===== src/rtl/break_scan_scheduler_pkg.sv =====
// Shared constants, types and helpers for the break-value scan scheduler.
// Optional feature macro: ZERO_BREAK_EARLY_EXIT_EN (stop the scan on a zero break value).
package break_scan_scheduler_pkg;

  localparam int unsigned NUM_LITS    = 3;
  localparam int unsigned VAR_W       = 8;
  localparam int unsigned NUM_CLAUSES = 20;
  localparam int unsigned BV_W        = $clog2(NUM_CLAUSES + 1);
  localparam int unsigned IDX_W       = $clog2(NUM_LITS + 1);

  typedef enum logic [1:0] {S_IDLE, S_ISSUE, S_WAIT, S_DONE} state_t;

  typedef logic [BV_W-1:0]  bv_t;
  typedef logic [VAR_W-1:0] var_t;
  typedef logic [IDX_W-1:0] idx_t;

  // First set mask bit at or above 'from'; NUM_LITS when none remains.
  function automatic idx_t next_valid_idx(input logic [NUM_LITS-1:0] mask, input idx_t from);
    idx_t res;
    res = IDX_W'(NUM_LITS);
    for (int i = NUM_LITS - 1; i >= 0; i--) begin
      if ((i >= int'(from)) && mask[i]) res = IDX_W'(i);
    end
    return res;
  endfunction

  function automatic var_t lit_var(input logic [NUM_LITS*VAR_W-1:0] vars, input idx_t idx);
    return vars[int'(idx)*VAR_W +: VAR_W];
  endfunction

endpackage


===== src/rtl/break_scan_scheduler_min_break_tracker.sv =====
// Running minimum of sampled break values; strict less-than keeps the lowest index on ties.
module min_break_tracker
  import break_scan_scheduler_pkg::*;
(
  input  logic clk,
  input  logic reset,
  input  logic i_clear,
  input  logic i_sample,
  input  bv_t  i_value,
  input  idx_t i_idx,
  output bv_t  o_next_min,
  output idx_t o_next_idx
);

  bv_t  r_min;
  idx_t r_idx;
  logic r_first;
  logic w_take;

  // The first sample always wins so an all-ones break value is still selectable.
  assign w_take     = i_sample && (r_first || (i_value < r_min));
  assign o_next_min = w_take ? i_value : r_min;
  assign o_next_idx = w_take ? i_idx : r_idx;

  always_ff @(posedge clk) begin
    if (reset || i_clear) begin
      r_min   <= '1;
      r_idx   <= '0;
      r_first <= 1'b1;
    end else if (w_take) begin
      r_min   <= i_value;
      r_idx   <= i_idx;
      r_first <= 1'b0;
    end
  end

endmodule


===== src/rtl/break_scan_scheduler.sv =====
// Probes each valid literal of a clause for its break value and hands off the minimum.
// Optional feature macro: ZERO_BREAK_EARLY_EXIT_EN.
module break_scan_scheduler
  import break_scan_scheduler_pkg::*;
#(
  parameter int unsigned BV_LATENCY = 1
) (
  input  logic                      clk,
  input  logic                      reset,
  input  logic                      start_i,
  output logic                      ready_o,
  input  logic [NUM_LITS*VAR_W-1:0] lit_vars_i,
  input  logic [NUM_LITS-1:0]       lit_valid_i,
  output logic [VAR_W-1:0]          probe_var_o,
  output logic                      probe_valid_o,
  input  logic [BV_W-1:0]           break_value_i,
  output logic [VAR_W-1:0]          flip_var_o,
  output logic [BV_W-1:0]           min_break_o,
  output logic                      flip_none_o,
  output logic                      flip_valid_o,
  input  logic                      flip_ack_i
);

  localparam int unsigned CNT_W = (BV_LATENCY > 1) ? $clog2(BV_LATENCY) : 1;

  state_t                    r_state;
  logic [NUM_LITS*VAR_W-1:0] r_vars;
  logic [NUM_LITS-1:0]       r_mask;
  idx_t                      r_idx;
  logic [CNT_W-1:0]          r_wait_cnt;

  logic w_accept;
  logic w_sample;
  logic w_exit;
  idx_t w_first_idx;
  idx_t w_next_idx;
  bv_t  w_next_min;
  idx_t w_next_min_idx;

  assign w_accept    = (r_state == S_IDLE) && start_i;
  assign w_sample    = (r_state == S_WAIT) && (r_wait_cnt == CNT_W'(BV_LATENCY - 1));
  assign w_first_idx = next_valid_idx(lit_valid_i, '0);
  assign w_next_idx  = next_valid_idx(r_mask, IDX_W'(r_idx + IDX_W'(1)));

`ifdef ZERO_BREAK_EARLY_EXIT_EN
  assign w_exit = (w_next_idx == IDX_W'(NUM_LITS)) || (break_value_i == '0);
`else
  assign w_exit = (w_next_idx == IDX_W'(NUM_LITS));
`endif

  min_break_tracker u_tracker (
    .clk        (clk),
    .reset      (reset),
    .i_clear    (w_accept),
    .i_sample   (w_sample),
    .i_value    (break_value_i),
    .i_idx      (r_idx),
    .o_next_min (w_next_min),
    .o_next_idx (w_next_min_idx)
  );

  always_ff @(posedge clk) begin
    if (reset) begin
      r_state       <= S_IDLE;
      ready_o       <= 1'b1;
      probe_valid_o <= 1'b0;
      flip_valid_o  <= 1'b0;
      flip_none_o   <= 1'b0;
      probe_var_o   <= '0;
      flip_var_o    <= '0;
      min_break_o   <= '1;
      r_idx         <= '0;
      r_wait_cnt    <= '0;
      r_vars        <= '0;
      r_mask        <= '0;
    end else begin
      probe_valid_o <= 1'b0;
      case (r_state)
        S_IDLE: begin
          if (start_i) begin
            r_vars      <= lit_vars_i;
            r_mask      <= lit_valid_i;
            ready_o     <= 1'b0;
            flip_none_o <= 1'b0;
            if (lit_valid_i == '0) begin
              r_state      <= S_DONE;
              flip_none_o  <= 1'b1;
              flip_var_o   <= '0;
              min_break_o  <= '1;
              flip_valid_o <= 1'b1;
            end else begin
              r_state       <= S_ISSUE;
              r_idx         <= w_first_idx;
              probe_valid_o <= 1'b1;
              probe_var_o   <= lit_var(lit_vars_i, w_first_idx);
            end
          end
        end
        S_ISSUE: begin
          r_state    <= S_WAIT;
          r_wait_cnt <= '0;
        end
        S_WAIT: begin
          if (w_sample) begin
            if (w_exit) begin
              r_state      <= S_DONE;
              flip_valid_o <= 1'b1;
              flip_var_o   <= lit_var(r_vars, w_next_min_idx);
              min_break_o  <= w_next_min;
            end else begin
              r_state       <= S_ISSUE;
              r_idx         <= w_next_idx;
              probe_valid_o <= 1'b1;
              probe_var_o   <= lit_var(r_vars, w_next_idx);
            end
          end else begin
            r_wait_cnt <= CNT_W'(r_wait_cnt + 1'b1);
          end
        end
        S_DONE: begin
          if (flip_ack_i) begin
            r_state      <= S_IDLE;
            flip_valid_o <= 1'b0;
            ready_o      <= 1'b1;
          end
        end
        default: r_state <= S_IDLE;
      endcase
    end
  end

endmodule


===== config.mk =====
export PLATFORM = sky130hd
export DESIGN_NAME = break_scan_scheduler
export DESIGN_NICKNAME = d
export VERILOG_FILES = /design/src/rtl/break_scan_scheduler_pkg.sv /design/src/rtl/break_scan_scheduler_min_break_tracker.sv /design/src/rtl/break_scan_scheduler.sv
export SDC_FILE = /design/constraint.sdc
export NUM_CORES = 1
export LEC_CHECK = 0
export ABC_AREA = 1
export BUFFER_PORTS_ARGS = -buffer_cell sky130_fd_sc_hd__buf_2
export CORE_UTILIZATION = 45
export DETAILED_ROUTE_END_ITERATION = 12
export PLACE_DENSITY = 0.7
export SLEW_MARGIN = 20
export SYNTH_ARGS = -nofsm -noshare
export SYNTH_HDL_FRONTEND = slang
export SYNTH_HIERARCHICAL = 1
export SYNTH_SLANG_ARGS = --single-unit
export TNS_END_PERCENT = 20

===== constraint.sdc =====
create_clock -name clk -period 2.6 [get_ports clk]
set_clock_uncertainty 0.2 [all_clocks]
set_input_delay 0.13 -clock clk [delete_from_list [all_inputs] [get_ports clk]]
set_output_delay 0.13 -clock clk [all_outputs]
set_load 0.02 [all_outputs]

## Word-level counts from Yosys, hierarchy flattened

Cells that the tools add are included.

| storage, ports and cells | value |
|---|---|
| register bits after elaboration | 65 |
| bits in latches | 0 |
| RAM bits | 0 |
| memory bits (read-only) | 0 |
| bits of input ports | 36 |
| output and inout bits | 25 |
| word-level logic and storage cells | 109 |
| memories | 0 |

| operators by class | value |
|---|---|
| add/subtract/negate cells | 2 |
| $mul | 0 |
| divide/modulo/power cells | 0 |
| $lt $le $gt $ge | 4 |
| eq/ne operators | 12 |
| shift-type cells | 3 |
| multiplexer cells | 51 |
| bitwise operators | 1 |
| reduce and logical (&&, ||, !) cells | 21 |

Operators by type and width:

| operator | number |
|---|---|
| $shiftx A24 B6 Y8 | 3 |
| $mux W8 | 8 |
| $pmux W8 S2 | 2 |
| $mux W2 | 14 |
| $mux W5 | 5 |
| $mux W1 | 15 |
| $ne A2 B2 Y1 const B | 6 |
| $pmux W5 S2 | 1 |
| $reduce_and A5 Y1 | 2 |
| $pmux W2 S4 | 1 |
| $eq A2 B2 Y1 const B | 3 |
| $logic_and A1 B1 Y1 | 6 |
| $pmux W1 S2 | 3 |
| $reduce_and A3 Y1 | 2 |
| $reduce_and A6 Y1 | 1 |
| $reduce_bool A2 Y1 | 3 |
| $lt A5 B5 Y1 | 1 |
| $ge A1 B2 Y1 const A | 2 |
| $ne A2 B1 Y1 const B | 2 |
| $pmux W2 S2 | 1 |
| $reduce_and A2 Y1 | 2 |
| $logic_not A3 Y1 | 1 |
| $pmux W1 S3 | 1 |
| $reduce_bool A3 Y1 | 1 |
| 7 further kinds | 8 |

## Depth between registers and ports, before layout

| logic depth | value |
|---|---|
| depth after elaboration | 10 |
| gate-level depth with buffers | 18 |
| mapped depth without buffers | 16 |

## Cells and area by module

The synthesis kept the hierarchy.

By module, submodules not included:

| module | instances | cells each | area an instance (µm²) |
|---|---|---|---|
| break_scan_scheduler | 1 | 464 | 2974.1 |
| min_break_tracker | 1 | 70 | 484.2 |

## Least setup slack after synthesis

OpenSTA, ideal clock, no wires.

| path | value |
|---|---|
| path type | register to register |
| start | register u_tracker.r_min[4] |
| end | register flip_var_o[5] |
| arrival | 1.947 ns |
| data required time | 2.268 ns |
| path slack | 0.321 ns |
| cell stages (with the launch flop) | 17 |
| path through | dfxtp_1 inv_1 ha_1 a21oi_1 nand3_2 nand2_4 nand2_4 nand2_2 nand2_2 inv_1 clkbuf_1 buf_2 nand2_1 o211ai_1 a21oi_1 nand2_1 a21oi_1 |

| between the ends | value |
|---|---|
| cells in the longest elaborated chain, start to end | 8 |

Ends and longest elaborated chain:

| element | line | source |
|---|---|---|
| start: declaration | break_scan_scheduler_min_break_tracker.sv:15 | `bv_t r_min;` |
| start signal: assignment | break_scan_scheduler_min_break_tracker.sv:31 | `r_min <= i_value;` |
| $lt A5 B5 Y1 | break_scan_scheduler_min_break_tracker.sv:21 | `assign w_take = i_sample && (r_first \|\| (i_value < r_min));` |
| $logic_or A1 B1 Y1 | break_scan_scheduler_min_break_tracker.sv:21 |  |
| $logic_and A1 B1 Y1 | break_scan_scheduler_min_break_tracker.sv:21 |  |
| $mux W2 | break_scan_scheduler_min_break_tracker.sv:23 | `assign o_next_idx = w_take ? i_idx : r_idx;` |
| named net w_next_min_idx[0] | break_scan_scheduler.sv:38 | `idx_t w_next_min_idx;` |
| $shiftx A24 B6 Y8 | break_scan_scheduler_pkg.sv:28 | `return vars[int'(idx)*VAR_W +: VAR_W];` |
| $mux W8 | break_scan_scheduler.sv:105 | `if (w_exit) begin` |
| $mux W8 | break_scan_scheduler.sv:104 | `if (w_sample) begin` |
| $pmux W8 S2 | break_scan_scheduler.sv:78 | `case (r_state)` |
| end signal: assignment | break_scan_scheduler.sv:108 | `flip_var_o <= lit_var(r_vars, w_next_min_idx);` |
| end: declaration | break_scan_scheduler.sv:17 | `output logic [VAR_W-1:0] flip_var_o,` |

The timed path passes the listed nets, and every way through them passes these cells. The select of a mux whose other input is x is not followed.
A chain may end at the register's enable or synchronous reset.

## Worst setup path in the final report

| path | value |
|---|---|
| start | input port break_value_i[4] |
| end | register flip_var_o[4] |

| between the ends | value |
|---|---|
| cells in the longest elaborated chain, start to end | 8 |

Ends and longest elaborated chain:

| element | line | source |
|---|---|---|
| start: declaration | break_scan_scheduler.sv:16 | `input logic [BV_W-1:0] break_value_i,` |
| $lt A5 B5 Y1 | break_scan_scheduler_min_break_tracker.sv:21 |  |
| $logic_or A1 B1 Y1 | break_scan_scheduler_min_break_tracker.sv:21 |  |
| $logic_and A1 B1 Y1 | break_scan_scheduler_min_break_tracker.sv:21 |  |
| $mux W2 | break_scan_scheduler_min_break_tracker.sv:23 |  |
| named net w_next_min_idx[1] | break_scan_scheduler.sv:38 |  |
| $shiftx A24 B6 Y8 | break_scan_scheduler_pkg.sv:28 |  |
| $mux W8 | break_scan_scheduler.sv:105 |  |
| $mux W8 | break_scan_scheduler.sv:104 |  |
| $pmux W8 S2 | break_scan_scheduler.sv:78 |  |

The timed path passes the listed nets, and every way through them passes these cells. The select of a mux whose other input is x is not followed.

==> reports/metrics.cfg <==
[grt]
antenna_found_initial=0
grt_first_pass_wirelength_mm=15.7
grt_pass1_vias=3365
grt_max_degree=34
grt_util_met3=0.0512
grtUsageMet2=0.395
track_usage=0.259
grt-ovfl-total=0
grt-busiest-layer=met2
grtUsageMet1=0.330

[timing]
holdWs_ps=49.0
worst_slew_pin_slew_ps=866
fin_setup_tns_ps=0
max_freq_mhz=419
slew-limit-headroom=0.422
min_period_over_period=0.918
hold_viol=0
setup_viol=0
final-max-slew-violation-count=0
fin_crit_ps=2390

[critical_path]
startpoint_type=input pin
critPathArrivalTime_ps=2470
worstSetupPathType=in -> reg
slowest_delay_ps=530
endpoint_kind=register
crit_fanout=8
crit_slowest_cell=dlygate4sd3_1
crit_family=buffers and inverters
worst-path-buf-inv=4
cp.required_ps=2680
reg2reg_slack_ps=270
path_common_cell=nand2_1
worstPathCellList=dlygate4sd3_1 > buf_2 > ha_4 > nand2_1 > nor2_1 > nand2_1 > nand3_2 > nand2_4 > nand2_4 > nand2_2 > nand2_2 > clkinvlp_4 > inv_4 > o211ai_1 > a21oi_1 > nand2_1 > a21oi_2

[run]
maxCapViolCount=0

[die]
die_w_um=89.7
io_pins=61
die-area_mm2=0.00804
core-area_mm2=0.00733
die_h_um=89.7
num_rows=31
start_util=0.472

[finish]
fin_nets=666
n_antenna_cell=0
final_layout_size_suffix_gt1_frac=0.183
fillers=697
syn_to_final_growth_pct=27.1

[drt]
drcViolationCount=0
via_per_inst=5.16
dr.pass1.iters=5
drt_iter0_markers=299
antenna_left=0
vias=3751
routed_wirelength_mm=9.64
wire_per_inst_um=13.3

[clock_network]
clock_latency_ps=340
cts_num_sinks=65
clk_transition_reported_paths_ps=70
clockBufferDepth=2
root_buffer=clkbuf_8
h-tree-depth=3
cts_tree=built
numCtsBuffers=9

[synth]
ys_seq_elements=65
synthCells=534
synth_top_area_cell=dfxtp_1
syn_area_mm2=0.00346
netlist.area_leader.share=0.376
synth.distinct_cells=28
synth.top_cells.by_area=dfxtp_1, nand2_1, nor2_1, a21oi_1, inv_1
ys_seq_area_frac=0.376
synth.yosys.warnings=6
syn_area_per_cell_um2=6.48
syn_nets=576

[placed_design]
place.detailed.hpwl_mm=6.78
numPortBuffers=60
routabilityCongestion=0.992

[power_and_ir_drop]
switching_share=0.356
p_sw_uw=1080
power.density_mw_per_mm2=693
p_leak_uw=0.00217
power_frac_clock=0.281
finalPower_uw=3040
comb_power_share=0.322
irDropWorstVdd_mv=0.393
power_frac_seq=0.397
p_int_uw=1960

[hold_path]
hold_path_class=in -> reg

[outcome]
status=completed

==> worst register-to-register path: cells and delay by family, from the launching register on <==
kind,cells,cell delay (ps)
simple gates,9,700
compound gates,3,410
buf+inv,3,360
flops,1,330
fa+ha+maj,1,270
==> area by class of cell <==
class / count / area [µm²] / area share
clock buffer: 12 / 155 / 0.0353
clock inverter: 3 / 40.0 / 0.00911
tap: 99 / 124 / 0.0282
inverter: 64 / 248 / 0.0564
multi-input combinational: 378 / 1790 / 0.408
timing repair buffer: 106 / 732 / 0.167
sequential: 65 / 1300 / 0.296
==> cell families after synthesis <==
logic type	synth area share
buf+inv	0.111
fa+ha+maj	0.0217
flops	0.376
compound gates	0.165
simple gates	0.326
==> metal layers <==
layer  share of wire  up-vias
met2            0.43      174
met1            0.44     1668
met4           0.049        0
met5               0        -
met3           0.081       35
li1                -     1874
==> power by group through the flow <==
stage / Sequential (µW) / Clock, µW / Combinational, µW
2_1_floorplan: 1260 / 0 / 629
3_3_place_gp: 1230 / 0 / 879
3_5_place_dp: 1230 / 0 / 894
4_1_cts: 1210 / 871 / 935
5_1_grt: 1220 / 912 / 1110
6_report: 1210 / 855 / 981
==> cells in the final DEF (no fill, tap or decap), drive strengths merged <==
cell type,instances
bufinv,1
or2,1
a31oi,1
clkbuf,12
ha,6
a21oi,53
dlygate4sd3,33
nor3,1
o211a,1
inv,61
nor2,79
nand3,45
clkinv,4
buf,73
clkinvlp,1
dfxtp,65
nor4,1
o211ai,8
o21ai,45
nand2,137
==> synth_stat cells <==
library cell / instances
buf_1: 3
o211ai_1: 8
dfxtp_1: 65
nand2_2: 9
buf_6: 4
clkbuf_1: 12
nand2_4: 3
clkinv_2: 1
ha_1: 6
o21ai_2: 1
nor2_1: 76
a31oi_1: 1
o21ai_0: 44
nor4_1: 1
inv_2: 3
nor2_4: 1
nand3_1: 43
nand3_2: 1
buf_2: 8
a21oi_1: 53
nand2_1: 125
inv_1: 59
nor3_1: 1
nand3_4: 1
o211a_1: 1
clkinv_1: 1
or2_2: 1
nor2_2: 2
==> flip-flops by register name (all words and copies together), names as in the netlist, 2 cells and up <==
name and cells:
r_vars 24, flip_var_o 8, probe_var_o 8, min_break_o 5, u_tracker/r_min 5, r_mask 3
r_idx 2, r_state 2, u_tracker/r_idx 2
==> repair_timing <==
| action | in CTS | in global routing |
|---|---|---|
| hold buffers | 33 | 0 |
| setup endpoints to repair | 0 | 8 |
| resized for setup | 0 | 7 |
| hold endpoints to repair | 35 | 0 |
| buffers inserted | 0 | 6 |
==> per-stage QoR <==
stage	utilization	cells	instance area [µm²]	setup slack (ps)
global route	0.599	727	4390	-31.1
CTS	0.589	721	4320	120
floorplan	-	534	3460	321
detailed placement	0.517	673	3790	222
global placement	0.517	673	3790	365
finish	0.599	727	4390	213
==> final timing paths <==
| kind | startpoint | end | depth (start not counted) |
|---|---|---|---|
| min | reset | flip_var_o[4]$_SDFFE_PP0P_ | 3 |
| max | break_value_i[4] | flip_var_o[4]$_SDFFE_PP0P_ | 17 |
| max reg2reg | u_tracker/r_min[4]$_SDFF_PP1_ | flip_var_o[4]$_SDFFE_PP0P_ | 16 |
| min reg2reg | min_break_o[1]$_SDFFE_PP1P_ | min_break_o[1]$_SDFFE_PP1P_ | 2 |
Power figures use the tool's default switching activity.
